## config.mk

```make
export PLATFORM = sky130hd
export DESIGN_NAME = fib_sched
export DESIGN_NICKNAME = d
export VERILOG_FILES = /design/src/rtl/fib_pkg.sv /design/src/rtl/rr_arbiter.sv /design/src/rtl/fib_sched.sv
export SDC_FILE = /design/constraint.sdc
export NUM_CORES = 1
export LEC_CHECK = 0
export CAP_MARGIN = 20
export CORE_MARGIN = 1.5
export CORE_UTILIZATION = 48
export CTS_BUF_LIST = sky130_fd_sc_hd__clkbuf_4 sky130_fd_sc_hd__clkbuf_8
export DETAILED_ROUTE_END_ITERATION = 7
export PLACE_DENSITY = 0.87
export SLEW_MARGIN = 20
export SYNTH_ARGS = -nofsm -noshare
export SYNTH_HDL_FRONTEND = slang
export SYNTH_SLANG_ARGS = --single-unit
```

## constraint.sdc

```tcl
create_clock -name clk -period 4.2 [get_ports clk]
set_clock_uncertainty 0.1 [all_clocks]
set_input_delay 1.05 -clock clk [delete_from_list [all_inputs] [get_ports clk]]
set_output_delay 1.05 -clock clk [all_outputs]
set_load 0.05 [all_outputs]
```

## src/rtl/fib_pkg.sv

```systemverilog
// Shared definitions for the fib_sched slice: datapath widths, the largest
// index whose Fibonacci value fits in RES_W bits, and the scheduler states.
package fib_pkg;
  localparam int unsigned IDX_W   = 5;
  localparam int unsigned RES_W   = 20;
  localparam int unsigned MAX_IDX = 30;  // fib(31) = 1346269 overflows 20 bits

  typedef enum logic [1:0] {IDLE, ISSUE, WAIT, RESP} fib_sched_state_t;
endpackage

```

## src/rtl/rr_arbiter.sv

```systemverilog
// Combinational round-robin arbiter.
//   req        : per-requester request vector
//   last_grant : index of the previously granted requester (lowest priority)
//   gnt        : one-hot grant, first asserted req searching from last_grant+1
//   any        : at least one request present
module rr_arbiter #(
  parameter  int unsigned N_REQ = 4,
  localparam int unsigned GW    = (N_REQ > 1) ? $clog2(N_REQ) : 1
) (
  input  logic [N_REQ-1:0] req,
  input  logic [GW-1:0]    last_grant,
  output logic [N_REQ-1:0] gnt,
  output logic             any
);

  logic [GW-1:0] pos;

  // Walk offsets from farthest to nearest so the nearest hit is written last.
  always_comb begin
    gnt = '0;
    pos = '0;
    for (int unsigned k = N_REQ; k >= 1; k--) begin
      pos = GW'((32'(last_grant) + k) % N_REQ);
      if (req[pos]) begin
        gnt      = '0;
        gnt[pos] = 1'b1;
      end
    end
  end

  assign any = |req;

endmodule

```

## src/rtl/fib_sched.sv

```systemverilog
// Round-robin scheduler sharing one fib engine among N_REQ requesters.
//   clk, rst          : clock, synchronous active-high reset
//   req_valid/req_idx : per-requester request and Fibonacci index
//   req_ready         : one-hot, one-cycle accept pulse
//   rsp_valid         : one-hot, one-cycle response pulse
//   rsp_result/err    : response payload, valid while rsp_valid is non-zero
//   engine_fault      : sticky timeout flag, cleared only by rst
//   fib_start/fib_i   : engine start pulse and index (held until response)
//   fib_done/result   : engine completion and result
// All outputs are registered. Arbitration runs in IDLE (no accept pending)
// and in RESP, so a rejected request frees the slot for an accept two
// cycles later.
module fib_sched
  import fib_pkg::*;
#(
  parameter int unsigned N_REQ   = 4,
  parameter int unsigned TIMEOUT = 64
) (
  input  logic                        clk,
  input  logic                        rst,
  input  logic [N_REQ-1:0]            req_valid,
  input  logic [N_REQ-1:0][IDX_W-1:0] req_idx,
  output logic [N_REQ-1:0]            req_ready,
  output logic [N_REQ-1:0]            rsp_valid,
  output logic [RES_W-1:0]            rsp_result,
  output logic                        rsp_err,
  output logic                        engine_fault,
  output logic                        fib_start,
  output logic [IDX_W-1:0]            fib_i,
  input  logic                        fib_done,
  input  logic [RES_W-1:0]            fib_result
);

  localparam int unsigned GW = (N_REQ > 1) ? $clog2(N_REQ) : 1;
  localparam int unsigned CW = $clog2(TIMEOUT);

  fib_sched_state_t state, state_d;
  logic [GW-1:0]    g_q, g_d, last_grant, last_d, arb_ptr, gnt_idx;
  logic [IDX_W-1:0] idx_q, idx_d, fib_i_d;
  logic [CW-1:0]    cnt, cnt_d;
  logic [N_REQ-1:0] gnt, g_onehot, req_ready_d, rsp_valid_d;
  logic [RES_W-1:0] rsp_result_d;
  logic             any, arbitrate, rsp_err_d, fault_d, fib_start_d;

  // In RESP the pointer register has not yet taken g_q, so use it directly.
  assign arb_ptr  = (state == RESP) ? g_q : last_grant;
  assign g_onehot = N_REQ'(1) << g_q;

  rr_arbiter #(.N_REQ(N_REQ)) u_arb (
    .req        (req_valid),
    .last_grant (arb_ptr),
    .gnt        (gnt),
    .any        (any)
  );

  always_comb begin
    gnt_idx = '0;
    for (int unsigned i = 0; i < N_REQ; i++)
      if (gnt[i]) gnt_idx = GW'(i);
  end

  always_comb begin
    state_d      = state;
    g_d          = g_q;
    idx_d        = idx_q;
    last_d       = last_grant;
    cnt_d        = cnt;
    req_ready_d  = '0;
    rsp_valid_d  = '0;
    rsp_result_d = rsp_result;
    rsp_err_d    = rsp_err;
    fault_d      = engine_fault;
    fib_start_d  = 1'b0;
    fib_i_d      = fib_i;
    arbitrate    = 1'b0;
    case (state)
      IDLE: begin
        if (req_ready != '0) begin
          if (idx_q > IDX_W'(MAX_IDX) || engine_fault) begin
            state_d      = RESP;
            rsp_valid_d  = g_onehot;
            rsp_err_d    = 1'b1;
            rsp_result_d = '0;
          end else begin
            state_d     = ISSUE;
            fib_start_d = 1'b1;
            fib_i_d     = idx_q;
          end
        end else begin
          arbitrate = 1'b1;
        end
      end
      ISSUE: begin
        state_d = WAIT;
        cnt_d   = '0;
      end
      WAIT: begin
        cnt_d = cnt + 1'b1;
        if (fib_done) begin
          state_d      = RESP;
          rsp_valid_d  = g_onehot;
          rsp_result_d = fib_result;
          rsp_err_d    = 1'b0;
        end else if (cnt == CW'(TIMEOUT - 1)) begin
          state_d      = RESP;
          fault_d      = 1'b1;
          rsp_valid_d  = g_onehot;
          rsp_result_d = '0;
          rsp_err_d    = 1'b1;
        end
      end
      RESP: begin
        last_d    = g_q;
        state_d   = IDLE;
        arbitrate = 1'b1;
      end
      default: state_d = IDLE;
    endcase
    if (arbitrate && any) begin
      req_ready_d = gnt;
      g_d         = gnt_idx;
      idx_d       = req_idx[gnt_idx];
    end
  end

  always_ff @(posedge clk) begin
    if (rst) begin
      state        <= IDLE;
      g_q          <= '0;
      idx_q        <= '0;
      last_grant   <= GW'(N_REQ - 1);
      cnt          <= '0;
      req_ready    <= '0;
      rsp_valid    <= '0;
      rsp_result   <= '0;
      rsp_err      <= 1'b0;
      engine_fault <= 1'b0;
      fib_start    <= 1'b0;
      fib_i        <= '0;
    end else begin
      state        <= state_d;
      g_q          <= g_d;
      idx_q        <= idx_d;
      last_grant   <= last_d;
      cnt          <= cnt_d;
      req_ready    <= req_ready_d;
      rsp_valid    <= rsp_valid_d;
      rsp_result   <= rsp_result_d;
      rsp_err      <= rsp_err_d;
      engine_fault <= fault_d;
      fib_start    <= fib_start_d;
      fib_i        <= fib_i_d;
    end
  end

endmodule

```

Word-level counts from Yosys, hierarchy flattened. Cells that the tools add are included.

Add/subtract/negate cells: 5. Shift-type cells: 1. Bitwise logic cells: 5. Magnitude comparators: 10. Eq/ne operators: 7. Multiplexer cells: 50. Reductions and logical operators: 17.

Operator list (number): 2-to-1 mux 20 bit (4); case mux 20 bit (2 select lines) (1); 2-to-1 mux 4 bit (8); less-than comparator 2 x 3 -> 1 bit, second input constant (5); 2-to-1 mux 1 bit (15); 2-to-1 mux 2 bit (7); case mux 6 bit (2 select lines) (1); binary-select mux 5 bit (select 2 bit) (1); binary-select mux 1 bit (select 2 bit) (4); demux 1 bit (select 2 bit) (4); greater-or-equal comparator 2 x 1 -> 1 bit, second input constant (4); case mux 2 bit (4 select lines) (1); case mux 4 bit (2 select lines) (1); adder 6 x 1 -> 6 bit, second input constant (1); == test 6 bit, second input constant (1); AND reduction 3 bit (2); greater-than comparator 5 bit, second input constant (1); logical AND 1 bit (5); 2-to-1 mux 5 bit (1); inverter 1 bit (5); adder 2 x 1 -> 2 bit, second input constant (2); adder 2 bit, second input constant (2); == test 2 bit, second input constant (2); != test 2 bit, second input constant (2); other kinds (13) (15).

Bits in registers: 53. Output and inout port bits: 36.

Depth between registers and ports, before layout.
Word-level depth: 16. Mapped depth: 11. Mapped depth without buffers: 10.

By module. Synthesis repeated with hierarchy kept, for this count alone.

Cells, all modules: 254. Area total of the unflattened synthesis: 2565.0 sq um.

Modules (own cells, without submodules): fib_sched (sequential area each 1061.0 sq um, cells each 209, area an instance 2168.3 sq um, instances 1); rr_arbiter (sequential area each 0.0 sq um, cells each 45, area an instance 396.6 sq um, instances 1).

Least setup slack after synthesis. OpenSTA, ideal clock, no wires.

Kind: register to register. From: register state[1]. To: register idx_q[2]. Library setup time: 0.081 ns. Cell stages (with the launch flop): 10. Arrival: 3.124 ns. Data required time: 4.019 ns. Clock period less this slack: 3.305 ns. Slack: 0.895 ns. Buffers on the path: 1. Cell sequence: dfxtp_1 ha_1 mux2_2 ha_1 mux4_4 a221o_1 a22o_1 buf_6 a211o_1 a41oi_1.

Cells in the longest elaborated chain, start to end: 16. Elaborated cells between the ends (all ways): 46.

Ends and longest elaborated chain: from (decl) (RTL line fib_sched.sv:37) `fib_sched_state_t state, state_d;`; from (signal assigned) (RTL line fib_sched.sv:141) `state <= state_d;`; == test 2 bit (RTL line fib_sched.sv:46, fib_sched.sv:76); 2-to-1 mux 2 bit; adder 2 x 1 -> 2 bit (RTL line rr_arbiter.sv:23) `pos = GW'((32'(last_grant) + k) % N_REQ);`; less-than comparator 2 x 3 -> 1 bit (implied by the code) or greater-or-equal comparator 2 x 1 -> 1 bit (tied branches) (RTL line rr_arbiter.sv:26) `gnt[pos] = 1'b1;`; logical AND 1 bit (implied by the code) (RTL line rr_arbiter.sv:26); 2-to-1 mux 1 bit (implied by the code) (RTL line rr_arbiter.sv:26); demux 1 bit (select 2 bit); 2-to-1 mux 4 bit (4 in a row) (RTL line rr_arbiter.sv:24) `if (req[pos]) begin`; 2-to-1 mux 1 bit (RTL line fib_sched.sv:59) `if (gnt[i]) gnt_idx = GW'(i);`; 2-to-1 mux 2 bit (2 in a row) (RTL line fib_sched.sv:59); binary-select mux 5 bit (select 2 bit) (RTL line fib_sched.sv:122) `idx_d = req_idx[gnt_idx];`; 2-to-1 mux 5 bit (implied by the code) (RTL line fib_sched.sv:122); to (signal assigned) (RTL line fib_sched.sv:143) `idx_q <= idx_d;`; to (decl) (RTL line fib_sched.sv:39) `logic [IDX_W-1:0] idx_q, idx_d, fib_i_d;`.

Parallel ways exist; a longest one is shown, timed or not. The select of a mux whose other input is x is not followed. A chain may end at the register's enable or synchronous reset.

Final worst setup path.
From: register state[1]. To: register idx_q[4].

The elaborated chain is that of the path after synthesis.

==> run metrics <==
row cnt 26; Area Growth Syn to Fin 36.7%; clock sinks 53; Fill cells a little under 400; Peak VDD IR 0.000250 V; total internal power around 0.0010 W; Fmax 0.283 GHz; nets@finish 417; synth warn 0; relative slew slack between 30% and 40%; CP max FO 13; combinational power share 47.6%; RR Startpoint state[1]; crit-path cells ha_1 > mux2_2 > ha_1 > mux4_4 > a221o_1 > a22o_1 > a211o_1 > a41oi_1; antenna violations before repair 0; Clock transition at path regs 0.09 ns; # setup viols final 0; hold-fix buffer count after cts 0; Worst EP required 4.32 ns; die height ~77 um; Core ar. between 0.005 and 0.006 mm^2; largest net degree at the start of global routing 23; WL final about 6.1 mm; Critical Path Sink Type flop; post-layout instance count excluding filler cells around 430; status completed; sequential power share a little over a third; clock root buffer clkbuf_8; Overflow after GRT 0; DR WL/cell 14.2 um; Net Sw Frac between 40% and 50%; Worst Reg-to-Reg Cells 8; first-pass GRT wire length slightly below 10 mm; max-cap viol count 0; Primary FF master, synth dfxtp_1; sequential area share after synthesis 40.8%; Slew @ Worst Pin between 0.9 and 1 ns; CTS resizes 0; Crit-path slowest cell mux4_4; Critical Path Sink idx_q[4]; Post-synth EDFFs 0; Critical Path Stages 8; post-synth top area cell dfxtp_1; Yosys reg bits between 50 and 60; # diodes 0; CP dominant cell by count ha_1; top-area cell type share of the netlist area 40.8%; Final Hold Fails 0; final hold slack roughly 0.39 ns; hold crit path type reg -> reg; Tmin final approximately 3.5 ns; io pins 83; area taken by multi-input logic gates around 0.0014 mm^2; Final TNS setup 0 ns; Setup crit start state[1]; Net Sw Power around 0.00070 W; post-synthesis average cell area slightly above 9 um^2; Post-Syn Instances 287; Reg area about 0.0011 mm^2; crit path launch type flop; Area after DPL roughly 0.0035 mm^2; share of cells above drive strength 1 ~6.6%; vias in the first global route roughly 2200; Pleak around 1.3 nW; Tot Pwr between 0.0015 and 0.002 W; Arr. time, crit path between 3 and 4 ns; PD cells between 400 and 500 mW/mm^2; DRT Pass-1 Iters 4; number of port buffers 82; H-tree Lvls 2; CTS tree built; Clk network pwr share roughly 17%; post-CTS setup buffers 0; post-synthesis cell type count 46; die area slightly below 0.006 mm^2; Initial DRC Count about 140; Synth async-reset ratio 0%; fin area roughly 0.0035 mm^2; Vias/cell ~5.4; reg-to-reg endpoint idx_q[4]; max-slew violations 0; total track usage between 20% and 30%; vias about 2300; Syn Nets ~340; GPL Wtd Cong 0.831; initial core utilization around half; CP peak stage delay 0.72 ns; final antenna-violating net count 0; Cell Count Post-Placement between 400 and 500; Mapped Area ~0.0026 mm^2; clk_lat worst skew 0.30 ns; Die Wd 76.6 um; top post-synthesis cells by area dfxtp_1 (41%), a22oi_1 (6.1%), nor2_1 (5.3%); Crit path buffers/inverters 0; residual DRC count 0; reg2reg setup slack 0.67 ns; Clock Path Buffers 2; RSZ-0062 raised after global routing no; hpwl dp approximately 4.7 mm; final period utilization a little over four fifths; top cell family by delay on the critical path compound AO/OA/AOI/OAI gates; CTS Buf Count 5; Setup Crit Path Kind reg -> reg
[power groups by stage]
stage	combinational (W)	clock, W	sequential [W]
after floorplan	0.000525	0	0.000725
after global placement	0.000795	0	0.000629
after detailed placement	0.000817	0	0.000633
after CTS	0.000820	0.000292	0.000621
after global routing	0.000900	0.000315	0.000628
final	0.000825	0.000286	0.000621
[worst min path at each step]
| stage | startpoint | end | slack, ns | depth (start not counted) |
|---|---|---|---|---|
| floorplan | g_q[1] | rsp_valid[1] | 0.32 | 1 |
| global route | g_q[1] | rsp_valid[1] | 0.42 | 1 |
| finish | g_q[1] | rsp_valid[1] | 0.39 | 1 |
| CTS | g_q[1] | rsp_valid[1] | 0.40 | 1 |
| global placement | g_q[1] | rsp_valid[1] | 0.36 | 1 |
| detailed placement | g_q[1] | rsp_valid[1] | 0.37 | 1 |
[cells in the final DEF (no fill, tap or decap), types with 2 or more instances in the layout]
cell type and n:
clkdlybuf4s50_1 82, dfxtp_1 53, nor2_1 37, nand2_1 22, a22oi_1 21, mux2i_1 12, a21oi_1 11, inv_1 10
nor3_1 9, nor2b_1 9, ha_1 8, nand3_1 6, nor3b_1 6, a21boi_0 5, a211o_1 5, o21bai_1 5
a41oi_1 5, clkbuf_8 5, buf_4 5, o21ai_0 4, or3_1 3, xor2_1 3, nor4_1 2, mux4_2 2
a31oi_1 2, a21o_1 2, or2_2 2, and2_1 2, a211oi_1 2, a221o_1 2, nand4_1 2, clkbuf_4 2
[Yosys cell counts (3+ instances only)]
master     n
dfxtp_1   53
nor2_1    37
nand2_1   22
a22oi_1   21
clkbuf_1  14
mux2i_1   12
a21oi_1   11
inv_1     10
nor3_1    10
nor2b_1    9
ha_1       8
nand3_1    6
nor3b_1    6
a211o_1    5
a21boi_0   5
a41oi_1    5
o21bai_1   5
o21ai_0    4
buf_2      3
or3_1      3
xor2_1     3
[cell families after synthesis]
family / after synthesis / synth area share [%]
and+or+nand+nor: 106 / 19.8
AOI/OAI and AO/OA: 69 / 19.9
DFF: 53 / 40.8
buffers and inverters: 29 / 4.91
muxes: 18 / 9.30
adders and majority gates: 8 / 3.85
xor gates and xnor gates: 4 / 1.35
[flip-flops by register name (all words and copies together), names as in the netlist]
| name | flops |
|---|---|
| rsp_result | 20 |
| cnt | 6 |
| fib_i | 5 |
| idx_q | 5 |
| req_ready | 4 |
| rsp_valid | 4 |
| g_q | 2 |
| last_grant | 2 |
| state | 2 |
| engine_fault | 1 |
| fib_start | 1 |
| rsp_err | 1 |
[layout make-up]
class,count,share of cell area (%)
flip-flops and latches,53,29.9
clock buffers,7,2.36
inverters,10,1.06
multi-input cells,205,39.8
clock inverters,1,0.211
repair buffers,87,24.2
well taps,70,2.47
[per-layer routing]
layer | GRT usage (%) | vias to the layer above | share of wire (%) | routed length [um]
li1 | - | 1172 | - | -
met1 | 25.5 | 1097 | 45 | 2770
met2 | 36.2 | 54 | 49 | 3000
met3 | 4.55 | 11 | 3.9 | 238
met4 | 7.96 | 0 | 1.9 | 117
met5 | 0 | - | 0 | 0
[through the flow]
step	util, %	setup slack (ns)
4_1_cts	68.6	0.663
6_report	68.6	0.669
2_1_floorplan	-	0.895
3_3_place_gp	66.9	0.653
3_5_place_dp	66.9	0.586
5_1_grt	68.6	0.493
(Power assumes the default switching activity.)
